**src/rtl/debug_pkg.sv**
```systemverilog
`default_nettype none
// ============================================================================
// Module   : debug_pkg
// Purpose  : Shared types and constants for the debug streaming fabric
//            (host-side frame metadata, UART arbiter state encoding and the
//            source-ID header base byte).
// Revision : 1.1 - arbiter state enum and header base constant added
// ============================================================================
package debug_pkg;

   // Metadata the host decoder extracts from one demultiplexed frame.
   typedef struct packed {
      logic [3:0] src_id;
      logic [7:0] length;
      logic       is_last;
   } parsed_meta;

   // Header byte base; the low nibble carries the source index.
   localparam logic [7:0] DBG_HDR_BASE = 8'hA0;

   // Debug UART arbiter states.
   typedef enum logic [1:0] {
      ARB_IDLE    = 2'd0,
      ARB_HEADER  = 2'd1,
      ARB_STREAM  = 2'd2,
      ARB_RELEASE = 2'd3
   } arb_state_t;

endpackage : debug_pkg
`default_nettype wire

```
**src/rtl/debug_uart_arbiter_rr_select.sv**
```systemverilog
`default_nettype none
// ============================================================================
// Module   : rr_select
// Purpose  : Combinational round-robin first-one finder. Returns the first
//            asserted request at or after ptr, wrapping modulo NUM_SRC.
// Revision : 1.0 - initial release
// ============================================================================
module rr_select #(
   parameter int NUM_SRC = 4,
   parameter int IW      = 2
) (
   input  logic [NUM_SRC-1:0] req,
   input  logic [IW-1:0]      ptr,
   output logic [IW-1:0]      idx,
   output logic               found
);

   // Position ptr+offset folded back into 0..NUM_SRC-1 (not a power-of-two wrap).
   function automatic logic [IW-1:0] wrap_pos(input logic [IW-1:0] base, input int offset);
      int sum;
      sum = int'(base) + offset;
      if (sum >= NUM_SRC) sum = sum - NUM_SRC;
      return IW'(sum);
   endfunction

   // Scan from the farthest offset down so the nearest request wins.
   always_comb begin
      idx   = '0;
      found = 1'b0;
      for (int k = NUM_SRC - 1; k >= 0; k--) begin
         if (req[wrap_pos(ptr, k)]) begin
            idx   = wrap_pos(ptr, k);
            found = 1'b1;
         end
      end
   end

endmodule : rr_select
`default_nettype wire

```
**src/rtl/debug_uart_arbiter.sv**
```systemverilog
`default_nettype none
// ============================================================================
// Module   : debug_uart_arbiter
// Purpose  : Round-robin arbiter sharing one debug UART transmitter among
//            NUM_SRC byte-stream sources. Each granted burst is prefixed
//            with a source-ID header byte; the grant is held until last or
//            until the granted source has been idle for TIMEOUT cycles.
// Revision : 1.0 - initial release
// ============================================================================
module debug_uart_arbiter
   import debug_pkg::*;
#(
   parameter int         NUM_SRC  = 4,
   parameter int         TIMEOUT  = 16,
   parameter logic [7:0] HDR_BASE = DBG_HDR_BASE
) (
   input  logic                       clk_in,
   input  logic                       rst_n_in,
   input  logic [NUM_SRC*8-1:0]       src_data_in,
   input  logic [NUM_SRC-1:0]         src_valid_in,
   input  logic [NUM_SRC-1:0]         src_last_in,
   output logic [NUM_SRC-1:0]         src_ready_out,
   output logic [7:0]                 uart_tx_data,
   output logic                       uart_tx_valid,
   input  logic                       uart_tx_ready,
   output logic [$clog2(NUM_SRC)-1:0] grant_out,
   output logic                       busy_out
);

   localparam int GW = $clog2(NUM_SRC);
   localparam int CW = $clog2(TIMEOUT) + 1;
   localparam logic [CW-1:0] CNT_LIMIT = CW'(TIMEOUT - 1);
   localparam logic [CW-1:0] CNT_MAX   = '1;
   localparam logic [GW-1:0] LAST_IDX  = GW'(NUM_SRC - 1);

   arb_state_t    state;
   arb_state_t    state_nxt;
   logic [GW-1:0] grant;
   logic [GW-1:0] grant_nxt;
   logic [GW-1:0] rr_ptr;
   logic [GW-1:0] rr_nxt;
   logic [CW-1:0] idle_cnt;
   logic [CW-1:0] cnt_nxt;

   logic [GW-1:0] sel_idx;
   logic          sel_found;

   logic [7:0]    src_byte [NUM_SRC];
   logic          grant_valid;
   logic          grant_last;
   logic [7:0]    grant_byte;

   // Unpack the flat data bus so the granted byte is a plain array lookup.
   generate
      for (genvar i = 0; i < NUM_SRC; i++) begin : g_unpack
         assign src_byte[i] = src_data_in[8*i +: 8];
      end
   endgenerate

   assign grant_valid = src_valid_in[grant];
   assign grant_last  = src_last_in[grant];
   assign grant_byte  = src_byte[grant];
   assign grant_out   = grant;

   rr_select #(
      .NUM_SRC (NUM_SRC),
      .IW      (GW)
   ) u_rr_select (
      .req   (src_valid_in),
      .ptr   (rr_ptr),
      .idx   (sel_idx),
      .found (sel_found)
   );

   // State register plus grant, round-robin pointer and idle counter.
   always_ff @(posedge clk_in or negedge rst_n_in) begin
      if (!rst_n_in) begin
         state    <= ARB_IDLE;
         grant    <= '0;
         rr_ptr   <= '0;
         idle_cnt <= '0;
      end else begin
         state    <= state_nxt;
         grant    <= grant_nxt;
         rr_ptr   <= rr_nxt;
         idle_cnt <= cnt_nxt;
      end
   end

   // Next-state logic: grant selection, burst termination and idle timeout.
   always_comb begin
      state_nxt = state;
      grant_nxt = grant;
      rr_nxt    = rr_ptr;
      cnt_nxt   = idle_cnt;
      case (state)
         ARB_IDLE: begin
            if (sel_found) begin
               grant_nxt = sel_idx;
               state_nxt = ARB_HEADER;
            end
         end
         ARB_HEADER: begin
            if (uart_tx_ready) begin
               cnt_nxt   = '0;
               state_nxt = ARB_STREAM;
            end
         end
         ARB_STREAM: begin
            if (grant_valid) begin
               // A stalled byte is backpressure, so the counter only moves on accept.
               if (uart_tx_ready) begin
                  cnt_nxt = '0;
                  if (grant_last) state_nxt = ARB_RELEASE;
               end
            end else if (idle_cnt >= CNT_LIMIT) begin
               state_nxt = ARB_RELEASE;
            end else if (idle_cnt != CNT_MAX) begin
               cnt_nxt = idle_cnt + 1'b1;
            end
         end
         ARB_RELEASE: begin
            rr_nxt    = (grant == LAST_IDX) ? '0 : grant + 1'b1;
            state_nxt = ARB_IDLE;
         end
         default: state_nxt = ARB_IDLE;
      endcase
   end

   // Output logic: header injection, then zero-latency pass-through of the granted source.
   always_comb begin
      uart_tx_valid = 1'b0;
      uart_tx_data  = '0;
      src_ready_out = '0;
      busy_out      = 1'b0;
      case (state)
         ARB_HEADER: begin
            uart_tx_valid = 1'b1;
            uart_tx_data  = HDR_BASE | 8'(grant);
            busy_out      = 1'b1;
         end
         ARB_STREAM: begin
            uart_tx_valid        = grant_valid;
            uart_tx_data         = grant_byte;
            src_ready_out[grant] = uart_tx_ready;
            busy_out             = 1'b1;
         end
         default: ;
      endcase
   end

endmodule : debug_uart_arbiter
`default_nettype wire

```
**config.mk**
```make
export PLATFORM = sky130hd
export DESIGN_NAME = debug_uart_arbiter
export DESIGN_NICKNAME = d
export VERILOG_FILES = /design/src/rtl/debug_pkg.sv /design/src/rtl/debug_uart_arbiter_rr_select.sv /design/src/rtl/debug_uart_arbiter.sv
export SDC_FILE = /design/constraint.sdc
export NUM_CORES = 1
export LEC_CHECK = 0
export CORE_ASPECT_RATIO = 0.75
export CORE_MARGIN = 3
export CORE_UTILIZATION = 25
export CTS_CLUSTER_SIZE = 10
export DETAILED_ROUTE_END_ITERATION = 7
export GPL_ROUTABILITY_DRIVEN = 0
export GPL_TIMING_DRIVEN = 1
export PLACE_DENSITY = 0.58
export SYNTH_ARGS = -nofsm -noshare
export SYNTH_HDL_FRONTEND = slang
export SYNTH_SLANG_ARGS = --single-unit
```
**constraint.sdc**
```tcl
create_clock -name clk_in -period 4.65 [get_ports clk_in]
set_clock_uncertainty 0.2 [all_clocks]
set_input_delay 0.93 -clock clk_in [delete_from_list [all_inputs] [get_ports clk_in]]
set_output_delay 0.93 -clock clk_in [all_outputs]
set_load 0.02 [all_outputs]
```
# Word-level counts from Yosys, hierarchy flattened
# Index checks and enable logic that the tools add are counted.
[totals]
output_inout_bits = 16
reg_bits = 11
in_bits = 43
[op_classes]
order_cmp = 12
n_addsub = 9
reduce_logical = 7
bitwise_logic = 2
eq_ne = 12
mux = 46
[op_table]
columns = ["operator", "count"]
rows = [
  ["$mux 2", 15],
  ["$mux 5", 4],
  ["$bmux 8 s2", 1],
  ["$mux 8", 2],
  ["$pmux 8 s2", 1],
  ["$lt 2x3->1 const B", 5],
  ["$ne 3x3->1 const B", 5],
  ["$bmux 1 s2", 6],
  ["$ge 3x3->1 const B", 4],
  ["$mux 1", 12],
  ["$pmux 5 s2", 1],
  ["$pmux 2 s4", 1],
  ["$sub 2x1->2 const B", 4],
  ["$add 2x2->3 const B", 2],
  ["$eq 2x2->1 const B", 3],
  ["$add 5x1->5 const B", 1],
  ["$ge 5x4->1 const B", 1],
  ["$ne 5x5->1 const B", 1],
  ["$reduce_and 5->1", 1],
  ["$and 4x4->4", 1],
  ["$mux 4", 1],
  ["$ne 2x2->1 const B", 2],
  ["$add 2x1->3 const B", 1],
  ["$ge 2x3->1 const B", 1],
  ["12 further kinds", 12],
]

# Depth between registers and ports, before layout
# Gate-level depths: netlist (run 1).
[depth]
depth_word = 11
ltp_mapped = 7
mapped_depth_nobuf = 7

# Hierarchy
# From an unflattened synthesis (run 1), not the netlist that was laid out.
[unflattened]
hier_cells = 126
hier_area_um2 = 1260.0
[by_module_without_submodules]
columns = ["mod", "area_each_um2", "cells_per_inst", "n_inst"]
rows = [
  ["debug_uart_arbiter", 1182.4, 113, 1],
  ["rr_select", 77.6, 13, 1],
]

# Worst setup path before layout (run 1)
# Ideal clock, no wire load.
[synth_timing]
path_type = "register to output"
start = "register grant[0], in the netlist grant_out[0]"
end = "output port uart_tx_data[1]"
required_time_ps = 3520
arrival_time_ps = 1866
path_buffers = 2
slack_ps = 1654
path_stages_with_launch = 6
cell_sequence = "dfrtp_1 -> buf_6 -> clkbuf_1 -> mux4_2 -> a22oi_1 -> nor2b_1"
[synth_via]
elab_chain_len = 5
[synth_rtl]
columns = ["item", "line", "source"]
rows = [
  ["start: declaration", "debug_uart_arbiter.sv:38", "logic [GW-1:0] grant;"],
  ["start signal: assignment", "debug_uart_arbiter.sv:84", "grant <= grant_nxt;"],
  ["$not 2->3 (not written as such)", "debug_uart_arbiter.sv:62", "assign grant_byte = src_byte[grant];"],
  ["$bmux 8 s2", "debug_uart_arbiter.sv:62", ""],
  ["$mux 8 (not written as such) (2 in a row)", "debug_uart_arbiter.sv:62", ""],
  ["$pmux 8 s2", "debug_uart_arbiter.sv:136", "case (state)"],
  ["end: declaration", "debug_uart_arbiter.sv:23", "output logic [7:0] uart_tx_data,"],
]
# Every way passes these cells. The select of a mux whose other input is x is not followed.

# Worst setup path after layout (run 1)
[layout_timing]
start = "input port src_valid_in[3]"
end = "output port uart_tx_valid"
[layout_via]
elab_chain_len = 3
[layout_rtl]
columns = ["item", "line", "source"]
rows = [
  ["start: declaration", "debug_uart_arbiter.sv:20", "input logic [NUM_SRC-1:0] src_valid_in,"],
  ["$bmux 1 s2", "debug_uart_arbiter.sv:60", "assign grant_valid = src_valid_in[grant];"],
  ["$mux 1 (not written as such)", "debug_uart_arbiter.sv:60", ""],
  ["$pmux 1 s2", "debug_uart_arbiter.sv:136", ""],
  ["end: declaration", "debug_uart_arbiter.sv:24", "output logic uart_tx_valid,"],
]
# Every way passes these cells. The select of a mux whose other input is x is not followed.

==> results of run 1 <==
-- area by class of cell --
class                   instances  area [sq um]
repair buffers                 59           588
well taps                      57          71.3
flip-flops and latches         11           275
clock buffers                   4          45.0
inverters                       8          30.0
multi-input cells              90           858
fillers                       457          2680
-- per-layer routing --
| metal | vias up | GRT usage, % | part of all wire (%) | wire length [um] |
|---|---|---|---|---|
| met1 | 536 | 14.9 | 43 | 1480 |
| li1 | 550 | - | - | - |
| met5 | - | 0 | 0 | 0 |
| met3 | 4 | 2.86 | 4.4 | 153 |
| met2 | 25 | 22.3 | 52 | 1780 |
| met4 | 0 | 2.37 | 0.76 | 26 |
-- layout by cell type, fill, tap and decap left out, drive strengths merged --
cell type	n
a21oi	3
a22oi	1
o21ai	5
a311oi	1
buf	1
nand3b	2
and4	1
a221oi	2
ha	12
o2111ai	1
inv	8
a22o	3
a21boi	1
and2b	1
or2b	1
a31o	1
mux2	8
a221o	1
and3	10
mux4	9
dfrtp	11
o22ai	1
and2	2
mux2i	3
nor2b	6
clkdlybuf4s50	58
nor3	1
nor2	4
nand2	5
nand2b	2
or4b	1
nor4	1
or4	1
clkbuf	4
-- worst paths after layout --
kind	startpoint	endpoint	slack, ns	cells after the start
setup / recovery	src_valid_in[3]	uart_tx_valid	0.76	5
hold / removal	idle_cnt[3]	idle_cnt[3]	0.34	1
setup reg to reg	state[0]	idle_cnt[2]	1.63	6
hold reg to reg	idle_cnt[3]	idle_cnt[3]	0.34	1
max in group asynchronous	rst_n_in	idle_cnt[1]	3.04	1
min in group asynchronous	rst_n_in	idle_cnt[0]	0.85	1
-- sequential cells by signal (all words and copies together), names as in the netlist --
signal / cells
grant_out: 2
idle_cnt: 5
rr_ptr: 2
state: 2
-- kinds of logic after synthesis --
family          Yosys count
simple gates             38
compound gates           20
mux                      20
buf+inv                  14
fa+ha+maj                12
flops                    11
-- power groups by stage --
| stage | registers [mW] | logic, mW | clock network (mW) |
|---|---|---|---|
| global route | 0.228 | 0.768 | 0.103 |
| floorplan | 0.177 | 0.500 | 0 |
| detailed placement | 0.220 | 0.713 | 0 |
| finish | 0.216 | 0.704 | 0.0952 |
| global placement | 0.218 | 0.700 | 0 |
| CTS | 0.219 | 0.715 | 0.100 |
-- stage by stage --
step	utilization (%)	setup slack, ns	hold slack, ns	area, sq um
after floorplan	-	1.65	0.279	1200
after global placement	40.1	0.798	0.320	1820
after detailed placement	40.1	0.747	0.315	1820
after CTS	41.1	0.747	0.333	1870
after global routing	41.1	0.667	0.352	1870
final	41.1	0.762	0.338	1870
-- worst register-to-register path: stages (launching register included) --
cell	delay [ns]
dfrtp_1	0.40
inv_1	0.13
ha_1	0.58
or4b_2	0.66
nor3_1	0.51
a221oi_1	0.18
a31o_2	0.26
==> results.cfg, run 1 <==
[outcome]
status = finished clean

[die]
core_area_sq_mm = 0.00455
die_x_um = 85.9
fp.dieH_um = 65.9
ioPinCount = 59
num_rows = 21
dieArea_sq_mm = 0.00566
start_util_pct = 26.3

[clocking]
cts.sinks = 11
clock_path_buffers = 2
clk_pin_slew_ns = 0.05
post_cts.repair.setup_buffers = 0
cts_max_level = 1
clkLatencyLatePin_ns = 0.24
cts_made_buffers = 3
ctsResizeCount = 0
cts-root-buf = clkbuf_8
hold_buffers = 0
cts_tree = built

[pwr]
p_seq_share_pct = 21.3
p_per_area_mw_per_mm2 = 544
finalPower_mw = 1.02
p_leak_nw = 0.792
p_switching_mw = 0.440
swShare_pct = 43.3
ir_drop_v = 0.000231
power.internal_mw = 0.575
comb_power_share_pct = 69.3
pwr-share-clk_pct = 9.4

[global_route]
grt_pass1_vias = 1142
gr-total-overflow = 0
antenna_found_initial = 0
grt_pass1_wl_mm = 5.52
grt_max_degree = 21
grt.total_usage_pct = 12.3

[critical_path]
crit_top_cell = clkdlybuf4s50_1
startpoint_type = input port
crit_slowest_cell = clkdlybuf4s50_1
crit_type = in -> out
cp-end-kind = output pin
path_buf_inv = 2
crit_family = buffers and inverters
max_stage_delay_ns = 0.54
cp.arrival_ns = 2.76
critPathMaxFanout = 8
cp_cell_sequence = clkdlybuf4s50_1 -> mux2_2 -> a221oi_1 -> nor2b_1 -> clkdlybuf4s50_1
required_ns = 3.52

[layout]
final_layout_size_suffix_gt1_share_pct = 12.8
layout.cells.non_filler = 229
antennaDiodeCount = 0
final_nets = 228
syn_to_final_growth_pct = 56.0

[logic_synthesis]
syn_avg_cell_area_sq_um = 10.4
synth_mux_area_share_pct = 27.9
synth_warnings = 0
synth_area_leaders = dfrtp_1 23%, mux4_2 13%, ha_1 13%, mux2_2 6.6%, and3_1 5.2%
synth-compound-area-share_pct = 12.3
ys.flop_type = dfrtp_1
synth.cell_area_sq_mm = 0.00120
ys_ff_latch = 11
synth_top_family_by_area = multiplexers
synth_top_area_share_pct = 23.0
synthCells = 115
async_flop_share_pct = 100
ys_top_cells_by_count = 12 x ha_1, 11 x dfrtp_1, 10 x and3_1, 8 x inv_1
synthAdderAreaFrac_pct = 12.5
synth_xor_area_share_pct = 0
yosysTopAreaCell = dfrtp_1
syn_nets = 170
ys_seq_area_share_pct = 23.0
synth_cell_type_count = 36
synth-edff-count = 0
yosys.area_share.simple_pct = 18.9
synth_most_common_cell = ha_1

[placement]
dpl.cell_count = 225
dp_hpwl_mm = 2.80
io_buffers = 58

[sta]
tns_ns = 0
slew_headroom_pct = 45.8
min_period_over_period_pct = 83.6
finalCriticalPeriod_ns = 3.89
tightestPinTransition_ns = 0.814
drv_slew = 0
grt_setup_unrepaired = no
finalHoldViolations = 0
setup_viol = 0
max_freq_ghz = 0.257

[routing]
vias = 1115
final_antenna_net_count = 0
viasPerCell = 4.87
routedWlPerCell_um = 15.0
first_iter_violations = 30
route.detailed.drc = 0
firstDrtPassIters = 4
wl_mm = 3.44

[flow_run]
cap_violations = 0

[worst_hold_path]
hold_class = reg -> reg
(Power assumes the default switching activity.)
==> inputs of run 2 (changes only) <==
Clock period 4.65 ns to 3.61 ns, I/O delays scaled along.
==> results.cfg, run 2 (same netlist as run 1, synthesis figures left out) <==
[layout]
layout_commonest_cell = clkdlybuf4s50_1
fillCellCount = 452
largest-register = idle_cnt
antennaDiodeCount = 0
syn_to_final_growth_pct = 59.8
final_nets = 234
final_layout_size_suffix_gt1_share_pct = 15.7
largest_reg_flops = 5
mostFrequentLayoutCells = 58 x clkdlybuf4s50_1, 12 x ha_1, 11 x dfrtp_1

[worst_hold_path]
hold_class = reg -> reg

[sta]
tns_ns = 0
finalHoldViolations = 0
drv_slew = 0
tightestPinTransition_ns = 0.497
setup_viol = 0
max_freq_ghz = 0.293
grt_setup_unrepaired = no
slew_headroom_pct = 66.8
min_period_over_period_pct = 94.6
finalCriticalPeriod_ns = 3.41

[global_route]
grt_pass1_vias = 1194
grt_max_degree = 15
antenna_found_initial = 0
grt_pass1_wl_mm = 5.63
gr-total-overflow = 0
grt.total_usage_pct = 12.5
use_met1_pct = 15.7
gr-usage-met3_pct = 2.86
grt.busiest_layer = met2
grt_util_met2_pct = 22.0

[critical_path]
cp-end-kind = output pin
required_ns = 2.69
crit_type = in -> out
critPathMaxFanout = 5
startpoint_type = input port
cp.arrival_ns = 2.49

[clocking]
clock_path_buffers = 2
cts_max_level = 1
cts-root-buf = clkbuf_8
cts_made_buffers = 3
cts_tree = built
clkLatencyLatePin_ns = 0.24
ctsResizeCount = 0
hold_buffers = 0
cts.sinks = 11
post_cts.repair.setup_buffers = 0
clk_pin_slew_ns = 0.05

[die]
dieArea_sq_mm = 0.00566
fp.dieH_um = 65.9
start_util_pct = 26.3
num_rows = 21
ioPinCount = 59
core_area_sq_mm = 0.00455
die_x_um = 85.9

[pwr]
finalPower_mw = 1.34
p_per_area_mw_per_mm2 = 703
p_leak_nw = 0.822
ir_drop_v = 0.000393

[placement]
dp_hpwl_mm = 2.82
io_buffers = 58

[routing]
wl_mm = 3.38
first_iter_violations = 35
viasPerCell = 4.89
final_antenna_net_count = 0
routedWlPerCell_um = 14.4
route.detailed.drc = 0
vias = 1148
firstDrtPassIters = 4

[flow_run]
cap_violations = 0

[outcome]
status = finished clean
[run 2: changes by cell type in the layout (fill, tap and decap cells not counted)]
cell,previous run,this run
buf_4,1,7
[run 2: metrics by stage]
stage	area [sq um]	cells	hold slack (ns)	setup slack (ns)	util (%)
4_1_cts	1910	235	0.332	0.171	42.1
2_1_floorplan	1200	115	0.226	0.822	-
3_3_place_gp	1870	231	0.303	0.209	41.1
3_5_place_dp	1870	231	0.321	0.167	41.1
5_1_grt	1910	235	0.390	0.0750	42.1
6_report	1910	235	0.330	0.197	42.1
[run 2: final cells by class]
class	count	area [sq um]	area share, %
Timing Repair Buffer	65	633	33.1
Sequential cell	11	275	14.4
Tap cell	57	71.3	3.73
Inverter	8	30.0	1.57
Multi-Input combinational cell	90	858	44.9
Clock buffer	4	45.0	2.35
[run 2: where the power goes]
part / internal, mW / switching, mW / leakage [nW] / total (mW)
Clock: 0.0777 / 0.0480 / 0.0228 / 0.126
Sequential: 0.173 / 0.0699 / 0.140 / 0.243
Combinational: 0.517 / 0.459 / 0.660 / 0.975
Total: 0.767 / 0.577 / 0.822 / 1.34
[run 2: critical path, cell delays in order]
cell and delay [ns]:
clkdlybuf4s50_1 0.47, mux2_2 0.29, a221oi_1 0.38, nor2b_1 0.09
clkdlybuf4s50_1 0.54
[run 2: path summary, 6_finish.rpt]
path                            startpoint            end  slack (ns)  cells after the start
hold / removal                 idle_cnt[3]    idle_cnt[3]        0.33                      1
hold reg to reg                idle_cnt[3]    idle_cnt[3]        0.33                      1
setup / recovery           src_valid_in[0]  uart_tx_valid        0.20                      5
setup reg to reg               idle_cnt[0]    idle_cnt[2]        0.95                      8
min in group asynchronous         rst_n_in    idle_cnt[3]        0.62                      1
max in group asynchronous         rst_n_in    idle_cnt[0]        2.26                      1
[run 2: layer usage]
metal / part of all wire [%] / wire (um) / vias up
met5: 0 / 0 / -
met4: 1.1 / 38 / 0
met3: 3.8 / 130 / 4
met2: 51 / 1720 / 26
met1: 44 / 1490 / 555
li1: - / - / 563
==> inputs of run 3 (changes only) <==
Clock period 3.61 ns to 3.9 ns, I/O delays scaled along.
==> results.cfg, run 3 (same netlist as run 1, synthesis figures left out) <==
[sta]
slew_headroom_pct = 46.5
drv_slew = 0
tns_ns = 0
grt_setup_unrepaired = no
min_period_over_period_pct = 91.6
hold_slack_ns = 0.334
tightestPinTransition_ns = 0.803
finalCriticalPeriod_ns = 3.57
finalHoldViolations = 0
setup_viol = 0
max_freq_ghz = 0.280

[critical_path]
cp.arrival_ns = 2.59
startpoint_type = input port
cp-end-kind = output pin
required_ns = 2.92
critPathMaxFanout = 8
crit_type = in -> out

[layout]
final_layout_size_suffix_gt1_share_pct = 13.3
mostFrequentLayoutCells = 58 x clkdlybuf4s50_1, 12 x ha_1, 11 x dfrtp_1
syn_to_final_growth_pct = 56.6
largest_reg_flops = 5
layout_commonest_cell = clkdlybuf4s50_1
antennaDiodeCount = 0
largest-register = idle_cnt
fin_util_pct = 41.3
fillCellCount = 446
final_nets = 229

[pwr]
finalPower_mw = 1.22
ir_drop_v = 0.000309
p_per_area_mw_per_mm2 = 650
p_leak_nw = 0.798

[routing]
routedWlPerCell_um = 14.8
wl_mm = 3.40
vias = 1117
firstDrtPassIters = 4
viasPerCell = 4.86
first_iter_violations = 18
final_antenna_net_count = 0
route.detailed.drc = 0

[die]
start_util_pct = 26.3
ioPinCount = 59
die_x_um = 85.9
core_area_sq_mm = 0.00455
fp.dieH_um = 65.9
num_rows = 21
dieArea_sq_mm = 0.00566

[global_route]
antenna_found_initial = 0
grt.total_usage_pct = 12.8
grt_max_degree = 19
gr-total-overflow = 0
grt_pass1_vias = 1183
grt_pass1_wl_mm = 5.68

[clocking]
cts_max_level = 1
cts_tree = built
cts_made_buffers = 3
clkLatencyLatePin_ns = 0.24
clock_path_buffers = 2
cts-root-buf = clkbuf_8
hold_buffers = 0
clk_pin_slew_ns = 0.05
post_cts.repair.setup_buffers = 0
cts.sinks = 11
ctsResizeCount = 0

[placement]
dp_hpwl_mm = 2.88
io_buffers = 58

[flow_run]
cap_violations = 0

[outcome]
status = finished clean

[worst_hold_path]
hold_class = reg -> reg
==> run 3: path summary, 6_finish.rpt <==
kind / start / endpoint / cells past startpoint / slack (ns)
setup reg to reg: state[0] / idle_cnt[2] / 7 / 0.88
max in group asynchronous: rst_n_in / idle_cnt[1] / 1 / 2.46
setup / recovery: src_valid_in[3] / uart_tx_valid / 5 / 0.33
min in group asynchronous: rst_n_in / idle_cnt[0] / 1 / 0.69
hold / removal: idle_cnt[3] / idle_cnt[3] / 1 / 0.33
hold reg to reg: idle_cnt[3] / idle_cnt[3] / 1 / 0.33
==> run 3: metrics by stage <==
stage | setup slack [ns] | std cells | cell area, sq um
after global routing | 0.229 | 230 | 1880
after detailed placement | 0.325 | 226 | 1830
after floorplan | 1.05 | 115 | 1200
after global placement | 0.347 | 226 | 1830
after CTS | 0.323 | 230 | 1880
final | 0.328 | 230 | 1880
==> run 3: where the power goes <==
group	switching, mW	internal, mW
clock network	0.0420	0.0717
registers	0.0991	0.159
logic	0.387	0.461
total	0.528	0.692
==> run 3: cell type report <==
class / instances / area (sq um) / area share, %
clock buffers: 4 / 45.0 / 2.40
inverters: 8 / 30.0 / 1.60
multi-input cells: 90 / 858 / 45.8
flip-flops and latches: 11 / 275 / 14.7
well taps: 57 / 71.3 / 3.80
repair buffers: 60 / 596 / 31.8
==> run 3: worst max-delay path: stages <==
cell             delay, ns
clkdlybuf4s50_1       0.51
mux2_2                0.31
a221oi_1              0.35
nor2b_1               0.09
clkdlybuf4s50_1       0.54
==> run 3: metal layers <==
metal	GRT usage [%]	routed length [um]
met2	23.1	1760
met4	2.37	18
met5	0	0
met3	2.99	124
met1	15.6	1500
